`config.mk`:
```
export PLATFORM = sky130hd
export DESIGN_NAME = stereo_mixer_ramped
export DESIGN_NICKNAME = d
export VERILOG_FILES = /design/src/rtl/mixer_pkg.sv /design/src/rtl/stereo_mixer_ramped_gain_ramp.sv /design/src/rtl/stereo_mixer_ramped.sv
export SDC_FILE = /design/constraint.sdc
export NUM_CORES = 1
export LEC_CHECK = 0
export CORE_MARGIN = 5
export CORE_UTILIZATION = 35
export DETAILED_ROUTE_END_ITERATION = 6
export PLACE_DENSITY = 0.56
export SYNTH_ARGS = -nofsm -noshare
export SYNTH_HDL_FRONTEND = slang
export SYNTH_SLANG_ARGS = --single-unit
```
`constraint.sdc`:
```
create_clock -name clk -period 6.4 [get_ports clk]
set_input_delay 1.28 -clock clk [delete_from_list [all_inputs] [get_ports clk]]
set_output_delay 1.28 -clock clk [all_outputs]
set_load 0.02 [all_outputs]
```
`src/rtl/mixer_pkg.sv`:
```
// Shared definitions for the audio mixer family: FSM encoding, width helpers
// and a generic saturating clamp reusable by other audio blocks.
package mixer_pkg;

  typedef enum logic [1:0] {
    IDLE   = 2'd0,
    ACCUM  = 2'd1,
    OUTPUT = 2'd2
  } mix_state_t;

  // Gain code 2^(gain_w-1) is unity, so products are rescaled by this shift.
  function automatic int gain_unity_shift(input int gain_w);
    return gain_w - 1;
  endfunction

  function automatic int acc_width(input int data_w, input int gain_w, input int num_ch);
    return data_w + gain_w + $clog2(num_ch) + 1;
  endfunction

  function automatic logic signed [63:0] saturate(input logic signed [63:0] x, input int w);
    logic signed [63:0] hi;
    logic signed [63:0] lo;
    hi = (64'sd1 <<< (w - 1)) - 64'sd1;
    lo = -(64'sd1 <<< (w - 1));
    if (x > hi) return hi;
    if (x < lo) return lo;
    return x;
  endfunction

endpackage

```
`src/rtl/stereo_mixer_ramped_gain_ramp.sv`:
```
// Current-gain register that steps one code toward its target per enable and
// holds once it arrives, so a gain change never produces a click.
module gain_ramp #(
  parameter int GAIN_W = 4
) (
  input  logic              clk,
  input  logic              rst,
  input  logic              step_en,
  input  logic [GAIN_W-1:0] target,
  output logic [GAIN_W-1:0] gain
);

  always_ff @(posedge clk) begin
    if (rst) begin
      gain <= '0;
    end else if (step_en) begin
      if (gain < target)      gain <= gain + 1'b1;
      else if (gain > target) gain <= gain - 1'b1;
    end
  end

endmodule

```
`src/rtl/stereo_mixer_ramped.sv`:
```
// N-channel stereo mixer with ramped per-channel gains, one shared MAC stepping
// through the channels, and saturating registered outputs.
//
// state  | meaning
// IDLE   | waiting for sample_valid; accepting captures samples and steps gains
// ACCUM  | one channel per cycle into acc_l/acc_r; last channel loads outputs
// OUTPUT | out_valid pulse with the freshly registered mix
module stereo_mixer_ramped
  import mixer_pkg::*;
#(
  parameter int NUM_CH = 3,
  parameter int DATA_W = 16,
  parameter int GAIN_W = 4
) (
  input  logic                       clk,
  input  logic                       rst,
  input  logic                       sample_valid,
  input  logic [NUM_CH*DATA_W-1:0]   sample_in,
  input  logic [NUM_CH*GAIN_W-1:0]   gain_l_target,
  input  logic [NUM_CH*GAIN_W-1:0]   gain_r_target,
  input  logic                       stereo_on,
  output logic signed [DATA_W-1:0]   sample_l,
  output logic signed [DATA_W-1:0]   sample_r,
  output logic                       out_valid,
  output logic                       busy,
  output logic                       overrun
);

  localparam int ACC_W  = acc_width(DATA_W, GAIN_W, NUM_CH);
  localparam int SHIFT  = gain_unity_shift(GAIN_W);
  localparam int IDX_W  = (NUM_CH > 1) ? $clog2(NUM_CH) : 1;
  localparam int PROD_W = DATA_W + GAIN_W + 1;
  localparam logic [IDX_W-1:0]  LAST_IDX = IDX_W'(NUM_CH - 1);
  localparam logic [GAIN_W-1:0] UNITY    = GAIN_W'(1 << SHIFT);

  mix_state_t state, state_next;

  logic [NUM_CH*DATA_W-1:0] sample_cap;
  logic                     stereo_cap;
  logic [IDX_W-1:0]         ch_idx;
  logic signed [ACC_W-1:0]  acc_l, acc_r, acc_l_sum, acc_r_sum;
  logic signed [PROD_W-1:0] prod_l, prod_r;
  logic signed [DATA_W-1:0] s_cur;
  logic [GAIN_W-1:0]        g_l_eff, g_r_eff;
  logic [GAIN_W-1:0]        gain_l [NUM_CH];
  logic [GAIN_W-1:0]        gain_r [NUM_CH];
  logic                     accept;

  // Ramps step on acceptance so the ACCUM pass already sees the new gains.
  for (genvar i = 0; i < NUM_CH; i++) begin : g_ramp
    gain_ramp #(.GAIN_W(GAIN_W)) u_ramp_l (
      .clk(clk), .rst(rst), .step_en(accept),
      .target(gain_l_target[i*GAIN_W +: GAIN_W]), .gain(gain_l[i])
    );
    gain_ramp #(.GAIN_W(GAIN_W)) u_ramp_r (
      .clk(clk), .rst(rst), .step_en(accept),
      .target(gain_r_target[i*GAIN_W +: GAIN_W]), .gain(gain_r[i])
    );
  end

  always_ff @(posedge clk) begin
    if (rst) state <= IDLE;
    else     state <= state_next;
  end

  always_comb begin
    state_next = state;
    case (state)
      IDLE:    if (sample_valid) state_next = ACCUM;
      ACCUM:   if (ch_idx == LAST_IDX) state_next = OUTPUT;
      OUTPUT:  state_next = IDLE;
      default: state_next = IDLE;
    endcase
  end

  always_comb begin
    accept    = (state == IDLE) && sample_valid;
    busy      = (state != IDLE);
    out_valid = (state == OUTPUT);
  end

  // Mono mode substitutes the unity code, which equals s <<< SHIFT.
  always_comb begin
    s_cur     = sample_cap[ch_idx*DATA_W +: DATA_W];
    g_l_eff   = stereo_cap ? gain_l[ch_idx] : UNITY;
    g_r_eff   = stereo_cap ? gain_r[ch_idx] : UNITY;
    prod_l    = PROD_W'(s_cur) * $signed({1'b0, g_l_eff});
    prod_r    = PROD_W'(s_cur) * $signed({1'b0, g_r_eff});
    acc_l_sum = acc_l + ACC_W'(prod_l);
    acc_r_sum = acc_r + ACC_W'(prod_r);
  end

  always_ff @(posedge clk) begin
    if (rst) begin
      sample_cap <= '0;
      stereo_cap <= 1'b0;
      ch_idx     <= '0;
      acc_l      <= '0;
      acc_r      <= '0;
      sample_l   <= '0;
      sample_r   <= '0;
      overrun    <= 1'b0;
    end else begin
      if (accept) begin
        sample_cap <= sample_in;
        stereo_cap <= stereo_on;
      end
      if (state == IDLE) begin
        ch_idx <= '0;
        acc_l  <= '0;
        acc_r  <= '0;
      end else if (state == ACCUM) begin
        ch_idx <= ch_idx + 1'b1;
        acc_l  <= acc_l_sum;
        acc_r  <= acc_r_sum;
        // Load outputs on the final channel so they are stable during OUTPUT.
        if (ch_idx == LAST_IDX) begin
          sample_l <= DATA_W'(saturate(64'(acc_l_sum >>> SHIFT), DATA_W));
          sample_r <= DATA_W'(saturate(64'(acc_r_sum >>> SHIFT), DATA_W));
        end
      end
      if (sample_valid && (state != IDLE)) overrun <= 1'b1;
    end
  end

endmodule

```
==> results of run 1 <==
-- metal layers --
layer | up-vias | wire [microns] | GRT usage
met4 | 0 | 442 | 0.03645
met2 | 208 | 17260 | 0.2794
li1 | 5833 | - | -
met1 | 5516 | 20200 | 0.2735
met3 | 18 | 1751 | 0.03404
met5 | - | 0 | 0
-- placed cells by master, fill, tap and decap left out, drive strengths merged, types with 19 or more instances in the layout --
| cell | synthesis | final |
|---|---|---|
| fa | 118 | 118 |
| inv | 258 | 267 |
| a22oi | 31 | 31 |
| mux2i | 30 | 30 |
| clkdlybuf4s50 | 0 | 109 |
| nor2 | 244 | 244 |
| buf | 10 | 32 |
| xnor2 | 41 | 41 |
| a21o | 36 | 36 |
| dfxtp | 156 | 156 |
| ha | 129 | 129 |
| nand2b | 19 | 19 |
| o21ai | 40 | 40 |
| o32ai | 29 | 29 |
| nand2 | 227 | 227 |
| a21oi | 133 | 133 |
-- power by group --
group | internal (uW) | switching (uW)
sequential | 1010 | 46.1
combinational | 255 | 381
clock | 563 | 484
-- worst min path at each step --
| stage | slack [ns] | end | cells after the start |
|---|---|---|---|
| 6_report | 0.45 | sample_cap[6]$_SDFFE_PP0P_ | 2 |
| 5_1_grt | 0.47 | sample_cap[6]$_SDFFE_PP0P_ | 2 |
| 4_1_cts | 0.45 | acc_l[21]$_SDFFE_PP0N_ | 2 |
| 3_5_place_dp | 0.45 | sample_cap[6]$_SDFFE_PP0P_ | 2 |
| 3_3_place_gp | 0.44 | acc_l[11]$_SDFFE_PP0N_ | 2 |
| 2_1_floorplan | 0.43 | acc_l[11]$_SDFFE_PP0N_ | 2 |
-- timing repair --
item                                   4_1_cts  5_1_grt
setup endpoints to repair                    0       30
endpoints found under the hold margin        0        0
hold buffers                                 0        0
buffers inserted                             0        4
gates resized for setup                      0        3
-- cell families (layout without fill, tap and decap cells) --
logic type / after synthesis / count (layout) / synth area share
buffers and inverters: 333 / 431 / 0.09186
adders and majority gates: 247 / 247 / 0.2876
xor gates and xnor gates: 53 / 53 / 0.03557
and+or+nand+nor: 566 / 566 / 0.1699
AOI/OAI and AO/OA: 344 / 344 / 0.1658
muxes: 32 / 32 / 0.02335
DFF: 156 / 156 / 0.2259
-- state kept, by name, indices dropped and copies added, names as in the netlist, 2 cells and up --
| signal | count |
|---|---|
| sample_cap | 48 |
| acc_l | 23 |
| acc_r | 23 |
| sample_l | 16 |
| sample_r | 16 |
| g_ramp.u_ramp_l.gain | 12 |
| g_ramp.u_ramp_r.gain | 12 |
| ch_idx | 2 |
| state | 2 |
-- cell type report --
type	count	share of cell area
multi-input cells	1242	0.5861
flip-flops and latches	156	0.1941
repair buffers	141	0.08285
inverters	258	0.06010
well taps	518	0.04022
clock buffers	18	0.02726
clock inverters	14	0.009318
-- metrics by stage --
stage / hold WS [ns] / setup WS (ns)
after floorplan: 0.4319 / 0.4368
after global placement: 0.4398 / 0.3852
after detailed placement: 0.4461 / 0.2934
after CTS: 0.4547 / 0.2451
after global routing: 0.4675 / 0.01733
final: 0.4517 / 0.4532
-- worst reg2reg max path, cell delays in order (launching register included) --
cell	delay, ns
sky130_fd_sc_hd__dfxtp_4	0.40
sky130_fd_sc_hd__nor2_1	0.31
sky130_fd_sc_hd__buf_4	0.26
sky130_fd_sc_hd__a21o_1	0.20
sky130_fd_sc_hd__nand2_1	0.19
sky130_fd_sc_hd__inv_1	0.32
sky130_fd_sc_hd__fa_1	0.50
sky130_fd_sc_hd__fa_1	0.49
sky130_fd_sc_hd__inv_1	0.06
sky130_fd_sc_hd__fa_1	0.54
sky130_fd_sc_hd__inv_1	0.04
sky130_fd_sc_hd__ha_1	0.37
sky130_fd_sc_hd__a21oi_1	0.30
sky130_fd_sc_hd__a21boi_0	0.20
sky130_fd_sc_hd__a2111oi_0	0.41
sky130_fd_sc_hd__nand3b_1	0.16
sky130_fd_sc_hd__a211oi_1	0.09
sky130_fd_sc_hd__or3_1	0.38
sky130_fd_sc_hd__o31ai_4	0.21
sky130_fd_sc_hd__buf_4	0.25
sky130_fd_sc_hd__o32ai_1	0.12
==> summary by stage, run 1 <==
Synth
The async set-or-reset flop fraction in the synthesized netlist is 0. The post-synth design cell area is 13,820 sq um. The mean area per synthesized cell is 7.986 sq um. The most frequent cell after synthesis is sky130_fd_sc_hd__inv_1.

After technology mapping, the gate count stands at 1,731. For this run, the register share of the synthesized area comes to 0.2259. By count the netlist is led by 258 x sky130_fd_sc_hd__inv_1, 244 x sky130_fd_sc_hd__nor2_1, 227 x sky130_fd_sc_hd__nand2_1, 156 x sky130_fd_sc_hd__dfxtp_1, 133 x sky130_fd_sc_hd__a21oi_1.

The fraction of synthesized cell area taken by the top area cell type is 0.2259. In the post-synthesis netlist, the biggest area contributors are sky130_fd_sc_hd__dfxtp_1 23%, sky130_fd_sc_hd__fa_1 17%, sky130_fd_sc_hd__ha_1 12%. Of all cell types, the one taking the most synthesized area is sky130_fd_sc_hd__dfxtp_1.

The number of flops mapped to enable cells by yosys is 0. In the synthesized netlist the dominant register cell turns out to be sky130_fd_sc_hd__dfxtp_1. The number of nets in the synthesized netlist is 2,054. The Yosys step of the flow raised 0 warnings. The flip-flop and latch count after synthesis is 156.

The count of different cell masters after synthesis is 59.

Worst setup path
The kind of launch point of the worst setup path is a register. Traced cell by cell, the critical path runs through nor2_1 > buf_4 > a21o_1 > nand2_1 > inv_1 > fa_1 > fa_1 > inv_1 > fa_1 > inv_1 > ha_1 > a21oi_1 > a21boi_0 > a2111oi_0 > nand3b_1 > a211oi_1 > or3_1 > o31ai_4 > buf_4 > o32ai_1. The element type at the critical path end is a register. The worst register-to-register path begins at ch_idx[1]$_SDFFE_PP0N_.

The start-to-end type of the worst setup path is reg -> reg. The launch point of the worst path is ch_idx[1]$_SDFFE_PP0N_. In this run the worst setup path terminates at sample_r[4]$_SDFFE_PP0P_. For flop-to-flop paths, the worst setup slack is 0.45 ns. The worst register-to-register path has a depth of 20.

The number of stages on the worst setup path is 20. On the critical path the largest part of the delay comes from adder cells. In this design, the stage delay of the slowest critical-path cell is 0.53 ns. Of all nets on the critical path, the largest fanout is 14.

The data arrival time of the critical path is 6.24 ns. Together, buffers and inverters on the worst path number 5. The required time reported for the critical path endpoint is 6.69 ns.

The destination of the worst register-to-register timing path is sample_r[4]$_SDFFE_PP0P_. The highest-delay cell along the critical path is sky130_fd_sc_hd__fa_1.

Drt
Once detail routing completed, the nets flagged for antenna violations numbered 0. The initial DRC count is 781. Dividing the detail-routed wire length by the instance count gives 16.90 microns. After detailed routing, the number of remaining DRC violations is 0. The detailed-routing iteration count for the pre-antenna-repair pass is 5. The total vias in the final route is 11,575. Dividing the detail-routed via count by the number of cells gives 4.932. The sum of routed wire length over all layers is 39,650 microns.

Final layout
The filler-free cell count of the finished design is 2,347. The area growth from synthesis to layout is 16.55%. The number of filler instances in the final layout is 3,930. After routing the design area is 16,110 sq um. The post-layout net count is 2,139. Summing all multi-input logic gate instances after layout gives 9444 sq um.

0 antenna diodes ended up in the layout. Of the cells placed in the final design, the portion with a size suffix greater than 1 is 0.04757. The sequential cells in the finished layout cover a total of 3128 sq um.

The final cell utilization of the core is 0.4150.

Floorplan
The starting density of the core is 0.3561. The number of placed I/O pins is 111. The placeable core area is 38,830 sq um. The die is 208.7 microns wide. The die is 208.7 microns tall. The area of the die is 43,570 sq um.

After floorplanning, the core was divided into 72 placement rows.

STA
The final max-slew violation count is 0. Setup violations remaining at the end of the flow were counted as 0. The clock period could shrink to 5.947 ns. The slew at the pin closest to its max-slew limit is 0.9846 ns.

The fmax is 0.1682 GHz. The worst clock skew is 0.01323 ns. In this run the tightest slew margin relative to its limit is 0.3436. The hold violation count in the final report is 0. Summed over all failing endpoints, the final setup total negative slack is 0 ns. Dividing the final minimum period by the clock period gives 0.9292. Setup repair after global routing left no endpoint under its margin.

Clocking
TritonCTS built the clock tree. Clock tree synthesis found a total of 156 sinks. Clock-pin slew was measured on the worst setup and hold paths at 0.08 ns.

The clock tree root driver cell is sky130_fd_sc_hd__clkbuf_16. The number of buffers inserted during clock tree synthesis is 17. CTS built an H-tree with a depth of 4.

The clock passes through at most 2 buffers. Clock latency on the worst-skew pair, taken at its later pin, is 0.45 ns.

Global route
The overall fraction of global-route tracks in use is 0.1835. The via count of the first global-routing pass was 11,519. The initial antenna violation count is 0.

The first global-routing pass estimated 64,240 microns of wire. The total global routing overflow is 0. Entering global routing, the biggest net connects 118 pins.

Place
The placement-stage cell area is 15,480 sq um. The sum of net half-perimeters after detailed placement is 31,500 microns. The congestion estimate from routability-driven global placement came to 0.8835. The number of input and output port buffers inserted is 110. The number of instances in the placed design is 2,311.

Power and ir drop
The cell leakage power is 0.007478 uW. The total chip power is 2744 uW. The worst-case IR drop observed on VDD is 192.0 uV.

Dividing total power by cell area gives a power density of 170.3 nW/um^2.

Min path
In this run the most critical hold path is launched from sample_cap[6]$_SDFFE_PP0P_. In this run the worst hold path is classified as reg -> reg.

Job
The number of maximum-capacitance violations is 0.

Run status
The run finished with clean final reports.
Power figures use the tool's default switching activity.
==> run 2: changes to the inputs <==
--- a/config.mk
+++ b/config.mk
@@ -5,10 +5,12 @@
 export SDC_FILE = /design/constraint.sdc
 export NUM_CORES = 1
 export LEC_CHECK = 0
-export CORE_MARGIN = 5
+export CORE_ASPECT_RATIO = 0.9
+export CORE_MARGIN = 2
 export CORE_UTILIZATION = 35
 export DETAILED_ROUTE_END_ITERATION = 6
-export PLACE_DENSITY = 0.56
+export DONT_BUFFER_PORTS = 1
+export PLACE_DENSITY = 0.53
 export SYNTH_ARGS = -nofsm -noshare
 export SYNTH_HDL_FRONTEND = slang
 export SYNTH_SLANG_ARGS = --single-unit
==> summary by stage, run 2 (synthesis gave the netlist of run 1 again) <==
Clocking
The clock-pin slew on the worst setup and hold paths was 0.07 ns (was 0.08 ns). The cts-stage hold buffer count is 0 (unchanged). The H-tree depth is 4 (unchanged). The maximum clock insertion buffer count is 2 (unchanged). The clock tree root driver cell is sky130_fd_sc_hd__clkbuf_16 (unchanged). The number of buffers inserted during clock tree synthesis was 17 (unchanged).

The clock latency at the later pin of the worst-skew pair came to 0.45 ns (about the same). The number of clock sinks is 156 (unchanged). The total setup buffers inserted after CTS was 0 (unchanged). The TritonCTS clock tree is done (unchanged).

Place
The number of input and output port buffers inserted is 0 (was 110). The sum of net half-perimeters after detailed placement is 29,370 microns (was 31,500 microns). The number of instances in the placed design is 2,212 (was 2,311). The routability-driven placement congestion ratio came to 0.8067 (was 0.8835).

Final layout
The fraction of layout cells with a size suffix above 1 is 0.04556 (was 0.04757). The register with the most flip-flops is sample_cap (unchanged). The final cell utilization of the core is 0.3812 (was 0.4150). The number of flip-flops in the largest register came to 48 (unchanged). The diode insertion count for antenna repair is 0 (unchanged).

The area growth from synthesis to layout is 8.082% (was 16.55%). The leading cell type in the layout, fill and taps excluded is sky130_fd_sc_hd__inv_1 (unchanged). The post-layout net count is 2,022 (was 2,139). The filler-free cell count of the finished design is 2,244 (was 2,347). Leading registers by flop count: sample_cap (48), acc_l (23), acc_r (23) (unchanged). Commonest cells after routing, fill and taps aside: 257 x sky130_fd_sc_hd__inv_1, 242 x sky130_fd_sc_hd__nor2_1, 227 x sky130_fd_sc_hd__nand2_1, 154 x sky130_fd_sc_hd__dfxtp_1, 133 x sky130_fd_sc_hd__a21oi_1 (was 258 x sky130_fd_sc_hd__inv_1, 243 x sky130_fd_sc_hd__nor2_1, 227 x sky130_fd_sc_hd__nand2_1, 154 x sky130_fd_sc_hd__dfxtp_1, 133 x sky130_fd_sc_hd__a21oi_1).

Worst setup path
The required time reported for the critical path endpoint is 6.73 ns (was 6.69 ns). The start-to-end type of the worst setup path is reg -> reg (unchanged). The element type at the critical path end is a register (unchanged). The delay of the slowest cell on the worst path is 0.55 ns (was 0.53 ns).

The data arrival time of the critical path came to 6.37 ns (was 6.24 ns). Cells along the critical path: buf_12 > mux2i_1 > o22ai_1 > nand2_1 > fa_1 > inv_1 > fa_1 > inv_1 > fa_1 > inv_1 > ha_1 > a21o_1 > or3_1 > o2111a_1 > o211a_1 > a41oi_2 > xnor2_1 > o31ai_4 > buf_4 > a2111oi_0 (was nor2_1 > buf_4 > a21o_1 > nand2_1 > inv_1 > fa_1 > fa_1 > inv_1 > fa_1 > inv_1 > ha_1 > a21oi_1 > a21boi_0 > a2111oi_0 > nand3b_1 > a211oi_1 > or3_1 > o31ai_4 > buf_4 > o32ai_1). The kind of launch point of the worst setup path was a register (unchanged).

The worst reg2reg path depth is 20 (unchanged). The setup slack on the worst flop-to-flop path is 0.36 ns (was 0.45 ns). The startpoint of the most critical register-to-register path is ch_idx[1]$_SDFFE_PP0N_ (unchanged). The launch point of the worst path is ch_idx[1]$_SDFFE_PP0N_ (unchanged).

The highest-delay cell along the critical path is sky130_fd_sc_hd__o22ai_1 (was sky130_fd_sc_hd__fa_1). The largest driver fanout on the critical path is 33 (was 14).

Global route
The maximum number of pins on one net before global-route repair is 186 (was 118). The initial antenna violation count is 1 (was 0). The via count of the first global-routing pass is 11,123 (was 11,519). The total global routing overflow is 0 (unchanged). The overall fraction of global-route tracks in use was 0.1919 (was 0.1835). The wire length of the first global-routing pass was 61,000 microns (was 64,240 microns).

Drt
The average vias per placed instance is 4.953 (was 4.932). The number of remaining DRC errors is 0 (unchanged). The count of nets left with antenna violations after detail routing is 0 (unchanged). The post-route met1 wirelength is 17,550 microns (was 20,200 microns).

The total vias in the final route is 11,115 (was 11,575). The wire length on met3 came to 1274 microns (was 1751 microns). The wire length on met2 came to 17,780 microns (was 17,260 microns). The sum of routed wire length over all layers is 37,400 microns (was 39,650 microns). The initial DRC count is 694 (was 781).

The top metal layer carrying routed signals is met4 (unchanged). The detailed-routing iteration count for the pre-antenna-repair pass is 7 (was 5). The final routed wire length divided by cell count was 16.67 microns (was 16.90 microns).

Power and ir drop
The net switching component of the power is 835.5 uW (was 911.1 uW). The clock share of power was 0.375 (was 0.382). The total power divided by cell area was 173.0 nW/um^2 (was 170.3 nW/um^2). The combinational fraction of design power was 0.212 (was 0.232).

The total chip power is 2584 uW (was 2744 uW). The total internal power is 1749 uW (was 1833 uW). The switching part of the total power is 0.3233 (was 0.3320).

The sequential power share is 0.413 (was 0.387). The largest voltage drop on the vdd net was 136.0 uV (was 192.0 uV). The cell leakage power is 0.006992 uW (was 0.007478 uW).

Floorplan
The area of the die is 41,110 sq um (was 43,570 sq um). The die span in y is 192.5 microns (was 208.7 microns). The placeable core area was 39,200 sq um (was 38,830 sq um). The number of placed I/O pins was 111 (unchanged). The starting density of the core was 0.3527 (was 0.3561). The site row count was 69 (was 72). The die width was 213.5 microns (was 208.7 microns).

STA
The ratio of final minimum period to clock period is 0.9438 (was 0.9292). The slew at the pin closest to its max-slew limit is 0.9315 ns (was 0.9846 ns). The final setup violation count came to 0 (unchanged).

The worst clock skew is 0.01323 ns (about the same). The minimum hold slack is 0.4531 ns (was 0.4517 ns). The post-layout minimum cycle time is 6.041 ns (was 5.947 ns). The worst relative slew slack is 0.3790 (was 0.3436).

The final max-slew violation count came to 0 (unchanged). The hold violation count in the final report was 0 (unchanged). RSZ-0062 raised after global routing: no (unchanged). The final-layout setup total negative slack came to 0 ns (unchanged). The fmax is 0.1655 GHz (was 0.1682 GHz).

Min path
The launch instance of the worst min-delay path is sample_cap[36]$_SDFFE_PP0P_ (was sample_cap[6]$_SDFFE_PP0P_). The cell depth of the worst hold path was 2 (unchanged). The worst min-delay path class is reg -> reg (unchanged).

Job
The number of maximum-capacitance violations was 0 (unchanged).

Run status
Run status: finished, final reports clean (unchanged).
run 2: cell count changes in the layout (fill, tap and decap cells not counted), sizes merged:
| cell | delta |
|---|---|
| clkdlybuf4s50 | -109 |
| inv | -9 |
| buf | -8 |
| clkbuf | +4 |
| clkinv | +3 |
| clkinvlp | +3 |
| bufinv | -1 |
run 2: what timing repair did:
| item | in CTS | in global routing |
|---|---|---|
| gates resized for setup | 0 | 4 |
| endpoints found under the hold margin | 0 | 0 |
| setup endpoints to repair | 0 | 20 |
run 2: through the flow:
step	area [sq um]	setup slack, ns
3_3_place_gp	14390	0.3855
2_1_floorplan	13820	0.4368
5_1_grt	14940	0.02070
3_5_place_dp	14390	0.3527
6_report	14940	0.3594
4_1_cts	14930	0.2924
run 2: cell type report:
type                            instances  area [sq um]
Clock buffer                           22         474.2
Clock inverter                         10         67.56
Fill cell                            4098         24250
Inverter                              258         968.4
Multi-Input combinational cell       1242          9445
Sequential cell                       156          3128
Tap cell                              532         665.6
Timing Repair Buffer                   24         192.7
run 2: routing by layer:
metal / up-vias / global-route usage
li1: 5586 / -
met1: 5348 / 0.2545
met2: 152 / 0.3214
met3: 29 / 0.03011
met4: 0 / 0.05743
met5: - / 0
run 2: critical path: cells and delay by family, from the launching register on:
family,cells,cell delay [ns]
compound gates,7,2.00
xor+xnor,1,0.27
fa+ha+maj,4,1.85
buf+inv,5,0.60
flops,1,0.46
mux,1,0.18
simple gates,2,0.51
run 2: power by group through the flow:
stage               Combinational (uW)  Clock [uW]  Sequential [uW]
detailed placement                 548           0             1090
global route                       625        1040             1070
CTS                                552         996             1070
global placement                   536           0             1090
floorplan                          430           0             1070
finish                             549         969             1070
run 2: path summary, 6_finish.rpt:
path                                                     to
worst max-delay path               sample_r[0]$_SDFFE_PP0P_
worst min-delay path            sample_cap[36]$_SDFFE_PP0P_
worst max register to register     sample_r[0]$_SDFFE_PP0P_
worst min register to register  sample_cap[36]$_SDFFE_PP0P_
